[src/rtl/mode_select.sv]
// rtl/mode_select.sv - pushbutton synchroniser, debouncer and 2-bit mode counter
module mode_select #(
  parameter int SYNC_STAGES   = 2,
  parameter int DEBOUNCE_BITS = 20
) (
  input  logic       clock,
  input  logic       reset,
  input  logic       button,
  input  logic       clear,
  output logic [1:0] sel,
  output logic       level,
  output logic       pressed
);

  localparam logic [DEBOUNCE_BITS-1:0] CNT_ONE = {{(DEBOUNCE_BITS-1){1'b0}}, 1'b1};

  logic [SYNC_STAGES-1:0]   sync_q, sync_d;
  logic [DEBOUNCE_BITS-1:0] cnt_q, cnt_d;
  logic                     level_q, level_d;
  logic                     pressed_q, pressed_d;
  logic [1:0]               sel_q, sel_d;
  logic                     sync_bit;

  assign sync_bit = sync_q[SYNC_STAGES-1];

  always_comb begin
    sync_d    = {sync_q[SYNC_STAGES-2:0], button};
    cnt_d     = cnt_q;
    level_d   = level_q;
    pressed_d = 1'b0;
    sel_d     = sel_q;

    // Any sample matching the current level restarts the stability window.
    if (sync_bit == level_q) begin
      cnt_d = '0;
    end else if (cnt_q != '1) begin
      cnt_d = cnt_q + CNT_ONE;
    end else begin
      cnt_d     = '0;
      level_d   = sync_bit;
      pressed_d = sync_bit;
    end

    if (clear) begin
      sel_d = 2'b00;
    end else if (pressed_d) begin
      sel_d = sel_q + 2'd1;
    end
  end

  always_ff @(posedge clock or negedge reset) begin
    if (!reset) begin
      sync_q    <= '0;
      cnt_q     <= '0;
      level_q   <= 1'b0;
      pressed_q <= 1'b0;
      sel_q     <= 2'b00;
    end else begin
      sync_q    <= sync_d;
      cnt_q     <= cnt_d;
      level_q   <= level_d;
      pressed_q <= pressed_d;
      sel_q     <= sel_d;
    end
  end

  assign sel     = sel_q;
  assign level   = level_q;
  assign pressed = pressed_q;

endmodule
[config.mk]
export PLATFORM = sky130hd
export DESIGN_NAME = mode_select
export DESIGN_NICKNAME = d
export VERILOG_FILES = /design/src/rtl/mode_select.sv
export SDC_FILE = /design/constraint.sdc
export NUM_CORES = 1
export LEC_CHECK = 0
export ABC_AREA = 1
export CELL_PAD_IN_SITES_DETAIL_PLACEMENT = 1
export CELL_PAD_IN_SITES_GLOBAL_PLACEMENT = 2
export CORE_MARGIN = 2
export CORE_UTILIZATION = 31
export CTS_CLUSTER_SIZE = 20
export DETAILED_ROUTE_END_ITERATION = 12
export PLACE_DENSITY = 0.71
export SYNTH_ARGS = -nofsm -noshare
export SYNTH_HDL_FRONTEND = slang
export SYNTH_SLANG_ARGS = --single-unit
[constraint.sdc]
create_clock -name clock -period 1.53 [get_ports clock]
set_clock_uncertainty 0.2 [all_clocks]
set_input_delay 0.306 -clock clock [delete_from_list [all_inputs] [get_ports clock]]
set_output_delay 0.306 -clock clock [all_outputs]
set_load 0.02 [all_outputs]
==> results.json <==
{
  "wl_met2_mm": 1.69,
  "fin_crit_ns": 1.66,
  "slew-limit-headroom_pct": 76.9,
  "cts.sinks": 26,
  "ant_nets": 0,
  "cp-end-kind": "flip-flop",
  "placed_cell_area_um2": 1680,
  "fp.dieH_um": 69.7,
  "dieWidth_um": 69.7,
  "first_global_vias": 1272,
  "criticalPathCategory": "reg2reg",
  "slowest_stage": "dfrtp_1",
  "rows": 23,
  "num_antenna_cells": 0,
  "post-dp-hpwl_mm": 2.67,
  "path_max_fanout": 9,
  "ir_drop_uv": 254,
  "grt_first_pass_wirelength_mm": 5.74,
  "swShare_pct": 22.2,
  "hold_buffers": 0,
  "wl_met3_um": 73,
  "leakage_nw": 0.865,
  "layout-drive-gt1-share_pct": 28.5,
  "cts_tree": "yes",
  "cts-root-buf": "clkbuf_8",
  "htreeDepth": 1,
  "worst_pin_slew_ns": 0.345,
  "cts.clk_slew.worst_paths_ns": 0.09,
  "gp_congestion": 0.823,
  "p_int_mw": 0.912,
  "io_pins": 8,
  "critPathArrivalTime_ns": 1.62,
  "synthesis.nets": 175,
  "period_share_pct": 109,
  "layout_setup_ws_ns": -0.135,
  "fp.coreArea_um2": 4090,
  "grt_overflow": 0,
  "area_delta_synth_final_pct": 33.9,
  "violations": "setup timing",
  "drt_iter0_markers": 32,
  "dieArea_um2": 4860,
  "drc": 0,
  "hp-class": "reg2reg",
  "fin_area_um2": 1790,
  "crit_path_cell_trace": "ha_2 > nand2_2 > nor2_4 > nand2_4 > nor2_4 > nand2_2 > nand2_4 > buf_12 > nor2_1",
  "via_per_inst": 4.68,
  "startpoint_type": "flip-flop",
  "synthDistinctLibCells": 21,
  "synth_warnings": 0,
  "max_stage_delay_ns": 0.36,
  "max_freq_mhz": 601,
  "track_usage_pct": 15.0,
  "top_layer_used": "met4",
  "sequentialPowerShare_pct": 59.8,
  "wl_met1_mm": 1.53,
  "antenna_found_initial": 0,
  "ys_seq_area_share_pct": 48.6,
  "clockPowerShare_pct": 32.9,
  "hp-start": "sync_q[0]$_DFF_PN0_",
  "p_total_mw": 1.17,
  "rsz0062_at_grt": "true",
  "wire_per_inst_um": 13.0,
  "setup_viol": 19,
  "maxCapViolations": 0,
  "slew_viol_final": 0,
  "cts_made_buffers": 3,
  "cts.path.max_buffers": 2,
  "power.switching_mw": 0.261,
  "synth_area_um2": 1340,
  "clk_latency_ns": 0.27,
  "cp.required_ns": 1.49,
  "p_comb_share_pct": 7.3,
  "start_util_pct": 32.8,
  "synthCells": 170,
  "ys_ff_latch": 26,
  "hold_ws_ns": 0.161,
  "grt_max_degree": 27,
  "p_per_area_nw_per_um2": 654,
  "dr.pass1.iters": 4,
  "place_worst_setup_slack_ns": -0.172,
  "status": "finished with violations",
  "hold_violations": 0,
  "startpoint": "cnt_q[1]$_DFF_PN0_",
  "drt_wl_total_mm": 3.34,
  "io_buffer_count": 7,
  "vias": 1202,
  "r2r-start": "cnt_q[1]$_DFF_PN0_",
  "syn_avg_cell_area_um2": 7.88,
  "nNetsFinal": 214
}
metal layers:
layer  up-vias  GRT usage (%)
li1        602              -
met1       587           18.0
met2         8           26.7
met3         5           2.91
met4         0           5.13
met5         -              0
sequential cells by signal, summed over array words and instances (netlist names):
name / flops
sel: 2
cnt_q: 20
pressed: 1
level: 1
sync_q: 2
per-stage QoR:
step | cells | util [%] | TNS [ns]
finish | 257 | 43.9 | -1.98
global route | 257 | 43.9 | -3.94
CTS | 253 | 42.2 | -1.87
detailed placement | 250 | 41.0 | -1.83
global placement | 250 | 41.0 | -0.927
floorplan | 170 | - | -0.198
path summary, 6_finish.rpt:
path | slack [ns] | endpoint | depth (start not counted)
setup / recovery | -0.13 | cnt_q[5]$_DFF_PN0_ | 9
hold / removal | 0.16 | sync_q[1]$_DFF_PN0_ | 0
setup reg to reg | -0.13 | cnt_q[5]$_DFF_PN0_ | 9
hold reg to reg | 0.16 | sync_q[1]$_DFF_PN0_ | 0
max in group asynchronous | 0.78 | cnt_q[2]$_DFF_PN0_ | 2
min in group asynchronous | 0.18 | cnt_q[8]$_DFF_PN0_ | 2
worst max-delay path: cells and delay by family (launching register included):
family	cells	cell delay, ns
flops	1	0.36
fa+ha+maj	1	0.19
simple gates	7	0.67
buf+inv	1	0.13
power by group through the flow:
stage	Clock (mW)	Sequential (mW)	Combinational [mW]
floorplan	0	0.715	0.0289
global placement	0	0.715	0.0749
detailed placement	0	0.716	0.0770
CTS	0.404	0.702	0.0783
global route	0.433	0.703	0.0983
finish	0.386	0.701	0.0858
timing repair:
action	4_1_cts	5_1_grt
setup buffers	0	4
endpoints found under the setup margin	23	23
gates resized for setup	6	18
pin swaps	0	4
synth_stat cells:
| cell type | number | area (µm²) |
|---|---|---|
| nor2_1 | 30 | 113 |
| nand2_2 | 5 | 31.3 |
| dfrtp_1 | 26 | 651 |
| inv_1 | 22 | 82.6 |
| ha_1 | 1 | 12.5 |
| nand3_1 | 8 | 40.0 |
| nor2_4 | 3 | 33.8 |
| xnor2_1 | 2 | 17.5 |
| xor2_1 | 3 | 26.3 |
| inv_2 | 2 | 7.51 |
| nor2_2 | 5 | 31.3 |
| o21ai_1 | 1 | 5.00 |
| nor3b_1 | 2 | 15.0 |
| o21ai_0 | 7 | 35.0 |
| nor3_2 | 2 | 20.0 |
| nor3_1 | 1 | 5.00 |
| or2_2 | 1 | 6.26 |
| buf_6 | 1 | 11.3 |
| nand2_1 | 38 | 143 |
| a21oi_1 | 7 | 35.0 |
| nand4_1 | 3 | 18.8 |
placed cells by master, fill, tap and decap left out, drive strengths merged:
cell / instances
buf: 28
or2: 1
o21ai: 8
nor3b: 2
dfrtp: 26
clkdlybuf4s15: 1
ha: 1
nand2: 43
nor3: 3
a21oi: 7
clkbuf: 4
inv: 24
nor2: 38
clkdlybuf4s50: 3
xnor2: 2
nand3: 8
dlygate4sd2: 2
nand4: 3
xor2: 3
kinds of logic after synthesis:
kind of cell | after synthesis | share of synthesized area [%]
xor+xnor | 5 | 3.27
simple gates | 98 | 34.1
fa+ha+maj | 1 | 0.934
buf+inv | 25 | 7.56
flops | 26 | 48.6
compound gates | 15 | 5.60
final cells by class:
class,instances,area [µm²]
clock buffer,3,41.3
inverter,24,92.6
multi-input combinational,119,642
sequential,26,651
timing repair buffer,35,305
fill,509,2290
tap,50,62.6
(Power assumes the default switching activity.)
